**config.mk**
```make
export PLATFORM = sky130hd
export DESIGN_NAME = uart_tx_arbiter_flat
export DESIGN_NICKNAME = d
export VERILOG_FILES = /design/src/rtl/uart_pkg.sv /design/src/rtl/uart_tx_arbiter_if.sv /design/src/rtl/uart_tx_arbiter_rr_pick.sv /design/src/rtl/uart_tx_arbiter.sv /design/src/flat_wrapper.sv
export SDC_FILE = /design/constraint.sdc
export NUM_CORES = 1
export LEC_CHECK = 0
export CORE_ASPECT_RATIO = 0.75
export CORE_MARGIN = 2
export CORE_UTILIZATION = 35
export DETAILED_ROUTE_END_ITERATION = 12
export PLACE_DENSITY = 0.71
export RECOVER_POWER = 50
export SLEW_MARGIN = 20
export SYNTH_ARGS = -nofsm -noshare
export SYNTH_HDL_FRONTEND = slang
export SYNTH_SLANG_ARGS = --single-unit
```
**constraint.sdc**
```tcl
create_clock -name clk -period 2.55 [get_ports clk]
set_clock_uncertainty 0.15 [all_clocks]
set_input_delay 0.255 -clock clk [delete_from_list [all_inputs] [get_ports clk]]
set_output_delay 0.255 -clock clk [all_outputs]
set_load 0.05 [all_outputs]
```
**src/rtl/uart_pkg.sv**
```systemverilog
// uart_pkg -- shared definitions for the UART transmit arbiter.
//   state_e                 : arbiter FSM states
//   DEFAULT_TIMEOUT_CYCLES  : default watchdog limit, txStart -> txDone
//   CLOCK_RATE              : default system clock frequency in Hz
//   GRANT_W                 : width of grant indices (up to 8 requesters)
package uart_pkg;

  typedef enum logic [1:0] {
    ST_IDLE      = 2'd0,
    ST_START     = 2'd1,
    ST_WAIT_DONE = 2'd2
  } state_e;

  // One 10-bit frame at 9600 baud on 12 MHz is 12500 cycles; leave margin.
  localparam int DEFAULT_TIMEOUT_CYCLES = 16384;
  localparam int CLOCK_RATE             = 12000000;
  localparam int GRANT_W                = 3;

endpackage

```
**src/rtl/uart_tx_arbiter_if.sv**
```systemverilog
// uart_tx_arbiter_if -- bundles the requester side, the Uart8 transmitter
// side and the status outputs of the arbiter.
//   slave  : arbiter view (requests/tx feedback in, handshake/tx/status out)
//   master : environment view (the reverse)
interface uart_tx_arbiter_if #(
  parameter int NUM_REQ = 4
);

  logic                   en;
  logic [NUM_REQ-1:0]     reqValid;
  logic [8*NUM_REQ-1:0]   reqData;
  logic [NUM_REQ-1:0]     reqReady;
  logic                   txEn;
  logic                   txStart;
  logic [7:0]             txData;
  logic                   txBusy;
  logic                   txDone;
  logic [2:0]             grantId;
  logic                   active;
  logic                   sentPulse;
  logic                   timeoutErr;

  modport slave (
    input  en, reqValid, reqData, txBusy, txDone,
    output reqReady, txEn, txStart, txData, grantId, active, sentPulse,
           timeoutErr
  );

  modport master (
    output en, reqValid, reqData, txBusy, txDone,
    input  reqReady, txEn, txStart, txData, grantId, active, sentPulse,
           timeoutErr
  );

endinterface

```
**src/rtl/uart_tx_arbiter_rr_pick.sv**
```systemverilog
// rr_pick -- combinational round-robin selector.
//   req        in  : request vector
//   last_grant in  : index granted most recently
//   found      out : at least one request is pending
//   index      out : first requester at or after last_grant+1, wrapping
module rr_pick
  import uart_pkg::*;
#(
  parameter int NUM_REQ = 4
) (
  input  logic [NUM_REQ-1:0] req,
  input  logic [GRANT_W-1:0] last_grant,
  output logic               found,
  output logic [GRANT_W-1:0] index
);

  always_comb begin
    // NOTE: every output gets a default before any branch, so no path leaves
    // a variable unassigned and no latch is inferred.
    found = 1'b0;
    index = '0;
    // Outer loop walks priority order (offset 1 is highest); the inner loop
    // keeps every vector index a constant.
    for (int k = 1; k <= NUM_REQ; k++) begin
      for (int i = 0; i < NUM_REQ; i++) begin
        if (!found && req[i] && (i == (int'(last_grant) + k) % NUM_REQ)) begin
          found = 1'b1;
          index = GRANT_W'(i);
        end
      end
    end
  end

endmodule

```
**src/rtl/uart_tx_arbiter.sv**
```systemverilog
// uart_tx_arbiter -- shares one Uart8 transmitter among NUM_REQ byte sources.
//   clk    in : system clock, rising edge
//   reset  in : synchronous, active-low reset
//   bus       : uart_tx_arbiter_if.slave
//               requester side : en, reqValid, reqData -> reqReady
//               Uart8 side     : txEn, txStart, txData <- txBusy, txDone
//               status         : grantId, active, sentPulse, timeoutErr
// A byte is accepted in IDLE, launched with a one-cycle txStart, and owned
// until txDone or until the watchdog gives up after TIMEOUT_CYCLES.
module uart_tx_arbiter
  import uart_pkg::*;
#(
  parameter int NUM_REQ        = 4,
  parameter int TIMEOUT_CYCLES = DEFAULT_TIMEOUT_CYCLES
) (
  input  logic               clk,
  input  logic               reset,
  uart_tx_arbiter_if.slave   bus
);

  localparam int                 WD_W       = (TIMEOUT_CYCLES > 2) ? $clog2(TIMEOUT_CYCLES) : 1;
  localparam logic [WD_W-1:0]    WD_LAST    = WD_W'(TIMEOUT_CYCLES - 1);
  localparam logic [GRANT_W-1:0] LAST_RESET = GRANT_W'(NUM_REQ - 1);

  state_e               state_q, state_d;
  logic [7:0]           tx_data_q, tx_data_d;
  logic [GRANT_W-1:0]   grant_id_q, grant_id_d;
  logic [GRANT_W-1:0]   last_grant_q, last_grant_d;
  logic [WD_W-1:0]      wd_q, wd_d;
  logic                 tx_en_q, tx_en_d;

  logic                 pick_found;
  logic [GRANT_W-1:0]   pick_idx;
  logic [7:0]           pick_data;
  logic                 grant_ok;
  logic [NUM_REQ-1:0]   req_ready;
  logic                 tx_start;
  logic                 sent_pulse;
  logic                 timeout_err;

  rr_pick #(.NUM_REQ(NUM_REQ)) u_rr_pick (
    .req        (bus.reqValid),
    .last_grant (last_grant_q),
    .found      (pick_found),
    .index      (pick_idx)
  );

  // Winner's byte and one-hot ready, built with constant indices only.
  always_comb begin
    pick_data = '0;
    req_ready = '0;
    for (int i = 0; i < NUM_REQ; i++) begin
      if (GRANT_W'(i) == pick_idx) begin
        pick_data    = bus.reqData[8*i +: 8];
        req_ready[i] = grant_ok;
      end
    end
  end

  always_comb begin
    state_d      = state_q;
    tx_data_d    = tx_data_q;
    grant_id_d   = grant_id_q;
    last_grant_d = last_grant_q;
    wd_d         = wd_q;
    grant_ok     = 1'b0;
    tx_start     = 1'b0;
    sent_pulse   = 1'b0;
    timeout_err  = 1'b0;

    case (state_q)
      ST_IDLE: begin
        // Gated by reset so no requester sees a handshake on an edge that
        // the reset discards.
        grant_ok = reset && bus.en && !bus.txBusy && pick_found;
        if (grant_ok) begin
          tx_data_d  = pick_data;
          grant_id_d = pick_idx;
          state_d    = ST_START;
        end
      end
      ST_START: begin
        tx_start = 1'b1;
        wd_d     = '0;
        state_d  = ST_WAIT_DONE;
      end
      ST_WAIT_DONE: begin
        // txDone takes precedence over a watchdog expiry in the same cycle.
        if (bus.txDone) begin
          sent_pulse   = 1'b1;
          last_grant_d = grant_id_q;
          state_d      = ST_IDLE;
        end else if (wd_q == WD_LAST) begin
          timeout_err  = 1'b1;
          last_grant_d = grant_id_q;
          state_d      = ST_IDLE;
        end else begin
          wd_d = wd_q + 1'b1;
        end
      end
      default: state_d = ST_IDLE;
    endcase

    // The transmitter stays enabled while a byte is owned, whatever en does.
    tx_en_d = bus.en || (state_d != ST_IDLE);
  end

  always_ff @(posedge clk) begin
    // NOTE: reset is sampled on the clock edge (synchronous), and all state
    // uses non-blocking assignments so every flop sees pre-edge values.
    if (!reset) begin
      state_q      <= ST_IDLE;
      tx_data_q    <= '0;
      grant_id_q   <= '0;
      last_grant_q <= LAST_RESET;
      wd_q         <= '0;
      tx_en_q      <= 1'b0;
    end else begin
      state_q      <= state_d;
      tx_data_q    <= tx_data_d;
      grant_id_q   <= grant_id_d;
      last_grant_q <= last_grant_d;
      wd_q         <= wd_d;
      tx_en_q      <= tx_en_d;
    end
  end

  assign bus.reqReady   = req_ready;
  assign bus.txEn       = tx_en_q;
  assign bus.txStart    = tx_start;
  assign bus.txData     = tx_data_q;
  assign bus.grantId    = grant_id_q;
  assign bus.active     = (state_q != ST_IDLE);
  assign bus.sentPulse  = sent_pulse;
  assign bus.timeoutErr = timeout_err;

endmodule

```
**src/flat_wrapper.sv**
```systemverilog
// flat-port wrapper written by rule: the top's interface ports become plain ports
module uart_tx_arbiter_flat import uart_pkg::*;
#(
  parameter int NUM_REQ        = 4,
  parameter int TIMEOUT_CYCLES = DEFAULT_TIMEOUT_CYCLES
)
  (clk, reset, bus_en, bus_reqValid, bus_reqData, bus_txBusy, bus_txDone, bus_reqReady, bus_txEn, bus_txStart, bus_txData, bus_grantId, bus_active, bus_sentPulse, bus_timeoutErr);
  uart_tx_arbiter_if #(.NUM_REQ(NUM_REQ)) bus_i ();
  input  logic clk;
  input  logic reset;
  input wire logic [$bits(bus_i.en)-1:0] bus_en;
  input wire logic [$bits(bus_i.reqValid)-1:0] bus_reqValid;
  input wire logic [$bits(bus_i.reqData)-1:0] bus_reqData;
  input wire logic [$bits(bus_i.txBusy)-1:0] bus_txBusy;
  input wire logic [$bits(bus_i.txDone)-1:0] bus_txDone;
  output wire logic [$bits(bus_i.reqReady)-1:0] bus_reqReady;
  output wire logic [$bits(bus_i.txEn)-1:0] bus_txEn;
  output wire logic [$bits(bus_i.txStart)-1:0] bus_txStart;
  output wire logic [$bits(bus_i.txData)-1:0] bus_txData;
  output wire logic [$bits(bus_i.grantId)-1:0] bus_grantId;
  output wire logic [$bits(bus_i.active)-1:0] bus_active;
  output wire logic [$bits(bus_i.sentPulse)-1:0] bus_sentPulse;
  output wire logic [$bits(bus_i.timeoutErr)-1:0] bus_timeoutErr;
  assign bus_i.en = bus_en;
  assign bus_i.reqValid = bus_reqValid;
  assign bus_i.reqData = bus_reqData;
  assign bus_i.txBusy = bus_txBusy;
  assign bus_i.txDone = bus_txDone;
  assign bus_reqReady = bus_i.reqReady;
  assign bus_txEn = bus_i.txEn;
  assign bus_txStart = bus_i.txStart;
  assign bus_txData = bus_i.txData;
  assign bus_grantId = bus_i.grantId;
  assign bus_active = bus_i.active;
  assign bus_sentPulse = bus_i.sentPulse;
  assign bus_timeoutErr = bus_i.timeoutErr;
  uart_tx_arbiter #(.NUM_REQ(NUM_REQ), .TIMEOUT_CYCLES(TIMEOUT_CYCLES)) u_core (.clk(clk), .reset(reset), .bus(bus_i));
endmodule
```
==> results.md <==
* Run status: finished clean
* Half-perimeter wire length after detailed placement at 3910 um
* Top flip-flop cell by instance count after synthesis: dfxtp_1
* Pin slew with the least headroom to its limit at 0.531 ns
* Syn nets at 259
* Postcts setup bufs at 0
* PwrDens at 432 nW/um2
* Number of endpoints failing setup at the final stage at 0
* Mean cell area of the mapped netlist at 8.50 um2
* Shortest clock period the worst path allows after layout at 2.30 ns
* Worst hold path depth at 2
* Leakage power at 0.00104 uW
* CTS tree: yes
* Ys async rst share at 0%
* Fmax at 0.434 GHz
* Die area at 5880 um2
* Buffers added on ports at 59
* Part of the cycle the worst path needs at 90.3%
* Die Wd at 87.9 um
* Post-Synthesis Cells at 217
* Antenna cells at 0
* Final hold viol count at 0
* Maximum capacitance violations at 0
* Pin count of the biggest net entering global routing at 14
* Capturing element type of the critical path: output pin
* Flops & latches, synth at 29
* Setup repair after global routing missed its margin: false
* Vias per cell at 5.36
* Number of vias in the routed layout at 1,887
* Number of enable-type register cells in the synthesized netlist at 0
* Register-to-register setup slack at 0.36 ns
* Launching element type of the critical path: flop
* Total GRT Usage at 18.2%
* Number of global-route vias before repair at 1,711
* Final routed wirelength across all metal layers at 5210 um
* Number of buffers created by CTS at 5
* Worst max-slew margin expressed relative to the limit at 64.6%
* H-tree depth at 2
* Req. time, crit path at 2.14 ns
* Initial antenna violation count at 0
* Number of routed nets with antenna violations at 0
* Die Ht at 66.9 um
* Post-synthesis to final-layout area growth at 42.3%
* Worst supply voltage drop on vdd at 0.000215 V
* Post-layout instance count excluding filler cells at 352
* Row Count at 22
* Ports at 61
* Worst r2r src: u_core.state_q[0]
* Total instance count after detailed placement at 345
* Path type of the worst setup path: flop to output pin
* Total iterations of the first detailed-routing run at 5
* Share of post-route cells with drive strength above 1 at 15.0%
* Distinct cell type count after synthesis at 63
* Worst reg-to-reg path cell count at 6
* Sum of overflow across all layers after global routing at 0
* Drt wl/cell at 14.8 um
* Starting Density at 37.0%
* GPL Wtd Cong at 0.819
* Worst min-delay path endpoint: u_core.wd_q[11]
* Aggregate negative setup slack at 0 ns
* Worst hold-check path type: flop to flop
* Cells resized by post-CTS repair at 0
* Core outline area at 4980 um2
* Synth Cell Area at 1850 um2
* Clk slew on worst S/H paths at 0.06 ns
* Hold buffer count at cts at 0
* Min-Delay Startpoint: u_core.wd_q[11]
* Clock tree root buffer cell: clkbuf_8
* Count of yosys warnings during synthesis at 0
* Total design power at 1130 uW
* Worst-Skew Late Latency at 0.28 ns
* Nets at 322
* Wire length of the first global-routing pass at 8190 um
* Critical register-to-register path endpoint: u_core.bus.txData[0]
* Clk buf depth at 2
* Residual DRC at 0
* Highest net fanout along the worst path at 4
* CTS sink count at 29
* Arrival time at the worst endpoint at 1.90 ns
* DR iter-0 viols at 137
* Final number of max-transition violations at 0
* Sequential share of the synthesized area at 31.5%
metrics by stage:
stage | hold WS, ns | area (um2) | utilization (%) | setup slack (ns)
after floorplan | 0.223 | 1850 | - | 0.490
after global placement | 0.314 | 2550 | 51.1 | 0.330
after detailed placement | 0.323 | 2550 | 51.1 | 0.283
after CTS | 0.333 | 2630 | 52.9 | 0.230
after global routing | 0.360 | 2630 | 52.7 | 0.130
final | 0.331 | 2630 | 52.7 | 0.248
worst max-delay path, cell delays in order, from the launching register on:
cell             delay (ns)
dfxtp_1                0.37
nor2b_1                0.28
and2_1                 0.16
clkdlybuf4s50_1        0.79
layout make-up:
| class | count | area (um2) |
|---|---|---|
| inverters | 8 | 30.0 |
| clock buffers | 7 | 86.3 |
| well taps | 72 | 90.1 |
| flip-flops and latches | 29 | 581 |
| fillers | 478 | 2360 |
| repair buffers | 70 | 719 |
| multi-input cells | 166 | 1120 |
Yosys cell counts, drive strengths merged, types with 2 or more instances:
master	number	area share (%)
a21o	2	0.81
a21oi	16	4.5
a221oi	8	4.8
a222oi	2	1.1
a22oi	3	1.2
a31oi	4	2.2
and2	5	1.8
and3	10	3.5
and4	4	1.9
buf	10	4.7
clkbuf	4	1.4
dfxtp	29	31
inv	8	1.6
mux2i	2	1.1
nand2	24	5.3
nand2b	5	1.7
nand3	6	1.6
nand4	6	2.0
nor2	11	2.2
nor2b	3	1.0
nor3	2	0.54
nor3b	2	0.81
o2111ai	3	1.4
o211ai	3	2.0
o21a	3	1.2
o21ai	12	3.3
o21bai	2	0.81
o221a	2	1.2
o22ai	2	1.0
o41ai	2	1.4
or2	2	0.68
or3	3	1.3
xor2	2	0.95
cells in the final DEF, fill, tap and decap left out, types with 3 or more instances in the layout:
master           netlist  routed
nand2b_1               5       5
and2_1                 4       4
nand2_2                3       3
a21oi_1               15      16
dfxtp_1               29      29
buf_4                  2      10
a221oi_2               3       3
a22oi_1                3       3
o21a_1                 3       3
clkdlybuf4s50_1        0      43
nand2_1               21      21
inv_1                  7       8
and3_1                 9       9
clkbuf_8               1       6
o21ai_0               10      10
o2111ai_1              3       3
nand3_1                6       6
a31oi_1                3       3
nor2_1                11      11
buf_12                 0       5
a221oi_1               5       5
nor2b_1                3       3
nand4_1                6       6
and4_1                 4       4
dlygate4sd3_1          0      11
flip-flops by register name (all words and copies together) (netlist names):
register,count
u_core.bus.txEn,1
u_core.last_grant_q,2
u_core.bus.grantId,2
u_core.bus.txData,8
u_core.state_q,2
u_core.wd_q,14
where the power goes:
group          internal, uW  switching (uW)  total, uW
clock network           214             179        392
registers               465            9.98        475
logic                   126             141        267
total                   805             330       1130
routing by layer:
metal / vias to the layer above / global-route usage (%) / share of wire [%]
met2: 74 / 26.4 / 41
met1: 866 / 26.7 / 51
met3: 5 / 4.46 / 7.4
met5: - / 0 / 0
met4: 0 / 4.62 / 0.79
li1: 942 / - / -
cell families (layout without fill, tap and decap cells):
kind of cell | Yosys count | count (layout) | synth area share, %
multiplexers | 2 | 2 | 1.08
adder cells (fa/ha/maj) | 1 | 1 | 0.678
AO/OA/AOI/OAI | 73 | 73 | 31.5
other | 1 | 1 | 0.203
flip-flops | 29 | 29 | 31.5
XOR/XNOR | 3 | 3 | 1.42
buffers and inverters | 22 | 85 | 7.66
AND/OR/NAND/NOR | 86 | 86 | 26.0
how the worst max path moves through the flow:
stage / start / endpoint / slack, ns / depth (start not counted)
global route: u_core.state_q[1] / bus_sentPulse / 0.13 / 3
detailed placement: bus_reqValid[0] / u_core.bus.txData[3] / 0.28 / 6
CTS: u_core.state_q[1] / bus_sentPulse / 0.23 / 3
finish: u_core.state_q[1] / bus_sentPulse / 0.25 / 3
floorplan: u_core.state_q[1] / bus_reqReady[3] / 0.49 / 4
global placement: bus_reqValid[0] / u_core.bus.txData[2] / 0.33 / 6
(Power assumes the default switching activity.)
